<file path="config.mk">
export PLATFORM = sky130hd
export DESIGN_NAME = ringosc_freq_counter_flat
export DESIGN_NICKNAME = d
export VERILOG_FILES = /design/src/rtl/ringosc_freq_counter_if.sv /design/src/rtl/ringosc_freq_counter.sv /design/src/flat_wrapper.sv
export SDC_FILE = /design/constraint.sdc
export NUM_CORES = 1
export LEC_CHECK = 0
export CORE_MARGIN = 3
export CORE_UTILIZATION = 55
export CTS_CLUSTER_DIAMETER = 60
export DETAILED_ROUTE_END_ITERATION = 12
export PLACE_DENSITY = 0.77
export SLEW_MARGIN = 25
export SYNTH_ARGS = -nofsm -noshare
export SYNTH_HDL_FRONTEND = slang
export SYNTH_SLANG_ARGS = --single-unit
</file>
<file path="constraint.sdc">
create_clock -name clk -period 2.7 [get_ports clk]
set_input_delay 0.81 -clock clk [delete_from_list [all_inputs] [get_ports clk]]
set_output_delay 0.81 -clock clk [all_outputs]
set_load 0.005 [all_outputs]
</file>
<file path="src/rtl/ringosc_freq_counter_if.sv">
// Measurement request / result interface for the ring oscillator frequency counter.
// master: controller side (drives start, win_len, result_ready).
// slave : counter side (drives busy, count, overflow, result_valid).
interface ringosc_freq_counter_if #(
    parameter int unsigned CNT_W = 16,
    parameter int unsigned WIN_W = 16
);
    logic             start;
    logic [WIN_W-1:0] win_len;
    logic             busy;
    logic [CNT_W-1:0] count;
    logic             overflow;
    logic             result_valid;
    logic             result_ready;

    modport master (
        output start,
        output win_len,
        output result_ready,
        input  busy,
        input  count,
        input  overflow,
        input  result_valid
    );

    modport slave (
        input  start,
        input  win_len,
        input  result_ready,
        output busy,
        output count,
        output overflow,
        output result_valid
    );
endinterface

</file>
<file path="src/rtl/ringosc_freq_counter.sv">
// Counts rising edges of an asynchronous ring oscillator output over a
// programmable window of clk cycles and returns the count via valid/ready.
// Ports:
//   clk     system clock, rising edge
//   rst     synchronous active-high reset
//   osc_in  ring oscillator output, asynchronous to clk
//   bus     slave side of ringosc_freq_counter_if
//           (start/win_len request, busy, count/overflow/result_valid/result_ready)
module ringosc_freq_counter #(
    parameter int unsigned CNT_W       = 16,
    parameter int unsigned WIN_W       = 16,
    parameter int unsigned SYNC_STAGES = 2
) (
    input  logic                    clk,
    input  logic                    rst,
    input  logic                    osc_in,
    ringosc_freq_counter_if.slave   bus
);

    localparam logic [CNT_W-1:0] CNT_MAX = {CNT_W{1'b1}};

    typedef enum logic [1:0] {
        ST_IDLE  = 2'd0,
        ST_COUNT = 2'd1,
        ST_DONE  = 2'd2
    } state_e;

    state_e             state_q, state_d;
    logic [SYNC_STAGES-1:0] sync_q;
    logic               hist_q;
    logic               rise_c;
    logic [WIN_W-1:0]   rem_q, rem_d;
    logic [CNT_W-1:0]   acc_q, acc_d;
    logic               ovf_q, ovf_d;
    logic [CNT_W-1:0]   count_q, count_d;
    logic               overflow_q, overflow_d;
    logic               busy_q, busy_d;
    logic               valid_q, valid_d;

    // Synchronizer chain plus one history flop for edge detection
    always_ff @(posedge clk) begin
        if (rst) begin
            sync_q <= '0;
            hist_q <= 1'b0;
        end else begin
            sync_q <= {sync_q[SYNC_STAGES-2:0], osc_in};
            hist_q <= sync_q[SYNC_STAGES-1];
        end
    end

    assign rise_c = sync_q[SYNC_STAGES-1] & ~hist_q;

    // State and result registers
    always_ff @(posedge clk) begin
        if (rst) begin
            state_q    <= ST_IDLE;
            rem_q      <= '0;
            acc_q      <= '0;
            ovf_q      <= 1'b0;
            count_q    <= '0;
            overflow_q <= 1'b0;
            busy_q     <= 1'b0;
            valid_q    <= 1'b0;
        end else begin
            state_q    <= state_d;
            rem_q      <= rem_d;
            acc_q      <= acc_d;
            ovf_q      <= ovf_d;
            count_q    <= count_d;
            overflow_q <= overflow_d;
            busy_q     <= busy_d;
            valid_q    <= valid_d;
        end
    end

    // Next-state and datapath
    always_comb begin
        state_d    = state_q;
        rem_d      = rem_q;
        acc_d      = acc_q;
        ovf_d      = ovf_q;
        count_d    = count_q;
        overflow_d = overflow_q;

        unique case (state_q)
            ST_IDLE: begin
                if (bus.start) begin
                    if (bus.win_len != '0) begin
                        rem_d   = bus.win_len;
                        acc_d   = '0;
                        ovf_d   = 1'b0;
                        state_d = ST_COUNT;
                    end else begin
                        count_d    = '0;
                        overflow_d = 1'b0;
                        state_d    = ST_DONE;
                    end
                end
            end
            ST_COUNT: begin
                // Saturating accumulate; a rise at full scale flags overflow
                if (rise_c) begin
                    if (acc_q == CNT_MAX) begin
                        ovf_d = 1'b1;
                    end else begin
                        acc_d = acc_q + CNT_W'(1);
                    end
                end
                rem_d = rem_q - WIN_W'(1);
                // Last window cycle: publish the value including this cycle's rise
                if (rem_q == WIN_W'(1)) begin
                    count_d    = acc_d;
                    overflow_d = ovf_d;
                    state_d    = ST_DONE;
                end
            end
            ST_DONE: begin
                if (bus.result_ready) begin
                    state_d = ST_IDLE;
                end
            end
            default: begin
                state_d = ST_IDLE;
            end
        endcase

        busy_d  = (state_d != ST_IDLE);
        valid_d = (state_d == ST_DONE);
    end

    assign bus.busy         = busy_q;
    assign bus.count        = count_q;
    assign bus.overflow     = overflow_q;
    assign bus.result_valid = valid_q;

endmodule
</file>
<file path="src/flat_wrapper.sv">
// flat-port wrapper written by rule: the top's interface ports become plain ports
module ringosc_freq_counter_flat 
#(
    parameter int unsigned CNT_W       = 16,
    parameter int unsigned WIN_W       = 16,
    parameter int unsigned SYNC_STAGES = 2
)
  (clk, rst, osc_in, bus_start, bus_win_len, bus_result_ready, bus_busy, bus_count, bus_overflow, bus_result_valid);
  ringosc_freq_counter_if #(.CNT_W(CNT_W), .WIN_W(WIN_W)) bus_i ();
  input  logic clk;
  input  logic rst;
  input  logic osc_in;
  input wire logic [$bits(bus_i.start)-1:0] bus_start;
  input wire logic [$bits(bus_i.win_len)-1:0] bus_win_len;
  input wire logic [$bits(bus_i.result_ready)-1:0] bus_result_ready;
  output wire logic [$bits(bus_i.busy)-1:0] bus_busy;
  output wire logic [$bits(bus_i.count)-1:0] bus_count;
  output wire logic [$bits(bus_i.overflow)-1:0] bus_overflow;
  output wire logic [$bits(bus_i.result_valid)-1:0] bus_result_valid;
  assign bus_i.start = bus_start;
  assign bus_i.win_len = bus_win_len;
  assign bus_i.result_ready = bus_result_ready;
  assign bus_busy = bus_i.busy;
  assign bus_count = bus_i.count;
  assign bus_overflow = bus_i.overflow;
  assign bus_result_valid = bus_i.result_valid;
  ringosc_freq_counter #(.CNT_W(CNT_W), .WIN_W(WIN_W), .SYNC_STAGES(SYNC_STAGES)) u_core (.clk(clk), .rst(rst), .osc_in(osc_in), .bus(bus_i));
endmodule
</file>
==> run summary <==
The share of synthesized cell area in and, or, nand and nor gates came out at between 20% and 30%. The startpoint of the worst hold path is u_core.bus.count[8]$_SDFFE_PP0P_. The number of remaining DRC errors came out at 0. Summing the areas of all compound-gate instances in the mapped netlist gives about a quarter of the synthesized area.

The synthesized netlist devotes 1.27% of its cell area to adder and majority cells. The proportion of register bits with asynchronous set or reset after synthesis is 0%. The Yosys warning count is 0. In the synthesized netlist the dominant register cell turns out to be sky130_fd_sc_hd__dfxtp_1. The count of input and output buffers came out at 39.

Max-cap violations in this run came to 0. For the final database, setup skew stands at ~0.011 ns. The xor/xnor share of the synthesized area came out at under 10%. Setup violations remaining at the end of the flow were counted as 0. The dominant combinational cell family by area after synthesis is simple AND/OR/NAND/NOR gates. The buffer count from post-CTS setup fixing came out at 0.

The root buffer cell chosen for the clock tree is sky130_fd_sc_hd__clkbuf_8. The clock transition at the registers of the reported paths came out at 0.07 ns. The flow ran to the end, and the final reports show no timing, DRC or antenna violations.

Synthesis produced 336 cells. The pin count of the biggest net entering global routing is 29. The number of sinks handled by clock tree synthesis is 57. The via count of the first global-routing pass is 2,741. The fraction of final layout cells sized beyond drive strength 1 is 16.3%. The netlist uses 74 different library cells.

The critical path starts at bus_win_len[0]. The core utilization of the finished layout is 73.0%. The number of levels in the clock H-tree is 3. The total nets after synthesis came out at 360. The detailed placer's ending HPWL is 5.36 mm.

The part of the cycle the worst path needs is 94.9%. At the pin with the least slew margin, the transition time is 0.602 ns. The total wire length after detailed routing came out at 7.48 mm. The multiplexer share of the synthesized area came out at 1.02%. The number of buffers created by CTS came out at 9.

The flip-flop and latch count after synthesis came out at 57. The critical path arrival is approximately 2.9 ns. The die area came out at around 6300 um2. Post-CTS repair changed the size of 0 cells. The number of nets with antenna violations after routing is 0.

The mean cell area of the mapped netlist is 8.77 um2. Counting I/O delays and the setup requirement, the final critical path takes 2.56 ns. The post-detailed-route via-to-cell ratio is 6.08.

In this run the critical register-to-register path is launched from u_core.acc_q[0]$_SDFFE_PP0P_. The count of standard-cell rows is 26. The starting DRC count in detailed routing came out at ~320. The final design instance area without fill is between 3000 and 4000 um2. The CTS tree is done.

Setup repair after global routing left no endpoint under its margin. The number of hold buffers added after CTS was 0. In the post-synthesis netlist, the biggest area contributors are sky130_fd_sc_hd__dfxtp_1 (39%), sky130_fd_sc_hd__nand2_1 (5.1%), sky130_fd_sc_hd__a21oi_1 (4.1%). The wire length per cell after detailed routing is 15.9 um. The number of antenna violations at the first check in global routing came out at 0. The all-layer global routing usage came out at between 20% and 30%. The timing-limited maximum frequency came out at 0.390 GHz. The total via count in the routed design came out at 2,857. The non-filler instance count after layout came out at 470.

The area added between synthesis and finish came out at 27.3%. The I/O pin count came out at 40. The final RePlAce weighted congestion came out at slightly below 0.9. The height of the die came out at 79.2 um.

The global-route congestion overflow total came out at 0. Headroom to the max-slew limit came out at 59.9%. The leakage power of the design is 1.39 nW. The largest fanout on the critical path is 5. The deepest clock path buffer count is 2. Of the synthesized area, sequential elements account for 38.7%. In this run, synthesis inferred 0 flip-flops with an integrated enable. The post-synthesis instance area is ~3000 um2. The first detailed-routing pass ran for 5 iterations. The overall power after layout came out at a little over 2 mW.

The starting density of the core came out at 57.3%. The global-route wire length before repair came out at around 13 mm. The critical path class is input pin to flip-flop.

The final number of max-transition violations is 0. The die is about 80 um wide. The total placed instance area came out at 3540 um2. The core region is 5140 um2.

The worst setup path is captured at a flip-flop. The total power density per cell area is between 500 and 600 nW/um2. The number of diodes is 0. The net count reported at finish is 420.

The data required time of the worst path came out at between 2 and 3 ns. Including well taps, the total number of placed cells is 455. The total count of hold-check failures in the final report is 0. The worst setup path is launched from an input pin. The portion of synthesized cell area occupied by the leading cell type is 38.7%.

The min-delay analysis places its worst path in the category flip-flop to flip-flop. The clock latency on the worst-skew pair is 0.35 ns. IR analysis of the VDD net gives a maximum drop of 0.000384 V.

The largest area contributor in the netlist is sky130_fd_sc_hd__dfxtp_1.
==> cells in the mapped netlist, types with 4 or more instances <==
library cell               instances
sky130_fd_sc_hd__nor4_4            4
sky130_fd_sc_hd__a21o_1            8
sky130_fd_sc_hd__nand2_1          40
sky130_fd_sc_hd__clkbuf_1          6
sky130_fd_sc_hd__xnor2_1           4
sky130_fd_sc_hd__nand3_1          19
sky130_fd_sc_hd__or3_1             4
sky130_fd_sc_hd__a21oi_1          24
sky130_fd_sc_hd__o21ai_0          14
sky130_fd_sc_hd__nand4_1           5
sky130_fd_sc_hd__nor4_1            8
sky130_fd_sc_hd__inv_1            10
sky130_fd_sc_hd__nor2b_1           6
sky130_fd_sc_hd__a31oi_1           6
sky130_fd_sc_hd__nand4b_1          4
sky130_fd_sc_hd__nor3_1            6
sky130_fd_sc_hd__nor2_1           18
sky130_fd_sc_hd__dfxtp_1          57
sky130_fd_sc_hd__nand2b_1          5
sky130_fd_sc_hd__buf_2             6
sky130_fd_sc_hd__o32ai_1           5
==> critical path: stages <==
cell	delay (ns)
sky130_fd_sc_hd__clkdlybuf4s50_1	0.43
sky130_fd_sc_hd__nor4_1	0.42
sky130_fd_sc_hd__nand4_1	0.31
sky130_fd_sc_hd__buf_4	0.23
sky130_fd_sc_hd__a21o_1	0.25
sky130_fd_sc_hd__nor2_2	0.13
sky130_fd_sc_hd__buf_4	0.13
sky130_fd_sc_hd__a2bb2o_1	0.12
==> worst paths after layout <==
check	slack, ns	cells past startpoint	to
worst max-delay path	0.14	8	u_core.acc_q[12]$_SDFFE_PP0P_
worst min-delay path	0.45	2	u_core.bus.count[8]$_SDFFE_PP0P_
worst max register to register	0.66	6	u_core.bus.count[9]$_SDFFE_PP0P_
worst min register to register	0.45	2	u_core.bus.count[8]$_SDFFE_PP0P_
==> logic make-up (layout without fill, tap and decap cells) <==
logic type      after synthesis  count (layout)
compound gates               96              96
mux                           3               3
xor+xnor                      6               6
buf+inv                      26              90
fa+ha+maj                     3               3
simple gates                145             145
flops                        57              57
==> state kept, by name (all words and copies together), names as in the netlist <==
register and flops:
u_core.acc_q 16, u_core.bus.count 16, u_core.rem_q 16, u_core.state_q 2, u_core.sync_q 2, u_core.bus.busy 1, u_core.bus.overflow 1, u_core.bus.result_valid 1
u_core.hist_q 1, u_core.ovf_q 1
==> final cells by class <==
class                           count  area, um2
Clock inverter                      6       83.8
Multi-Input combinational cell    253       1680
Timing Repair Buffer               65        598
Fill cell                         407       1390
Inverter                           10       37.5
Clock buffer                        9        124
Sequential cell                    57       1140
Tap cell                           70       87.6
==> power by group <==
| group | internal [mW] | switching, mW | total [mW] |
|---|---|---|---|
| sequential | 0.870 | 0.0404 | 0.911 |
| combinational | 0.126 | 0.139 | 0.265 |
| clock | 0.510 | 0.347 | 0.857 |
==> per-stage QoR <==
stage | worst slack (ns) | TNS, ns | hold slack, ns
2_1_floorplan | 0.561 | 0 | 0.414
3_3_place_gp | -0.0986 | -1.96 | 0.438
3_5_place_dp | -0.138 | -4.14 | 0.431
4_1_cts | 0.159 | 0 | 0.455
5_1_grt | 0.0135 | 0 | 0.473
6_report | 0.138 | 0 | 0.450
==> layout by cell type, fill, tap and decap left out, types with 3 or more instances in the layout <==
master	instances
sky130_fd_sc_hd__a21o_1	8
sky130_fd_sc_hd__a21oi_1	24
sky130_fd_sc_hd__a31oi_1	6
sky130_fd_sc_hd__and3_2	3
sky130_fd_sc_hd__buf_4	25
sky130_fd_sc_hd__clkbuf_8	9
sky130_fd_sc_hd__clkdlybuf4s50_1	39
sky130_fd_sc_hd__clkinv_2	3
sky130_fd_sc_hd__dfxtp_1	57
sky130_fd_sc_hd__ha_1	3
sky130_fd_sc_hd__inv_1	10
sky130_fd_sc_hd__mux2i_1	3
sky130_fd_sc_hd__nand2_1	40
sky130_fd_sc_hd__nand2b_1	5
sky130_fd_sc_hd__nand3_1	19
sky130_fd_sc_hd__nand3b_1	3
sky130_fd_sc_hd__nand4_1	5
sky130_fd_sc_hd__nand4b_1	4
sky130_fd_sc_hd__nor2_1	18
sky130_fd_sc_hd__nor2b_1	6
sky130_fd_sc_hd__nor3_1	6
sky130_fd_sc_hd__nor4_1	8
sky130_fd_sc_hd__nor4_4	4
sky130_fd_sc_hd__o211ai_1	3
sky130_fd_sc_hd__o21ai_0	14
sky130_fd_sc_hd__o2bb2ai_1	3
sky130_fd_sc_hd__o32ai_1	5
sky130_fd_sc_hd__or3_1	4
sky130_fd_sc_hd__or4_1	3
sky130_fd_sc_hd__xnor2_1	4
==> routing by layer <==
metal	global-route usage (%)	part of all wire, %	up-vias
li1	-	-	1394
met1	36.1	47	1350
met2	39.6	46	101
met3	7.26	5.8	12
met4	8.59	1.7	0
met5	0	0	-
Note: power is estimated with default switching activity, not from simulation.
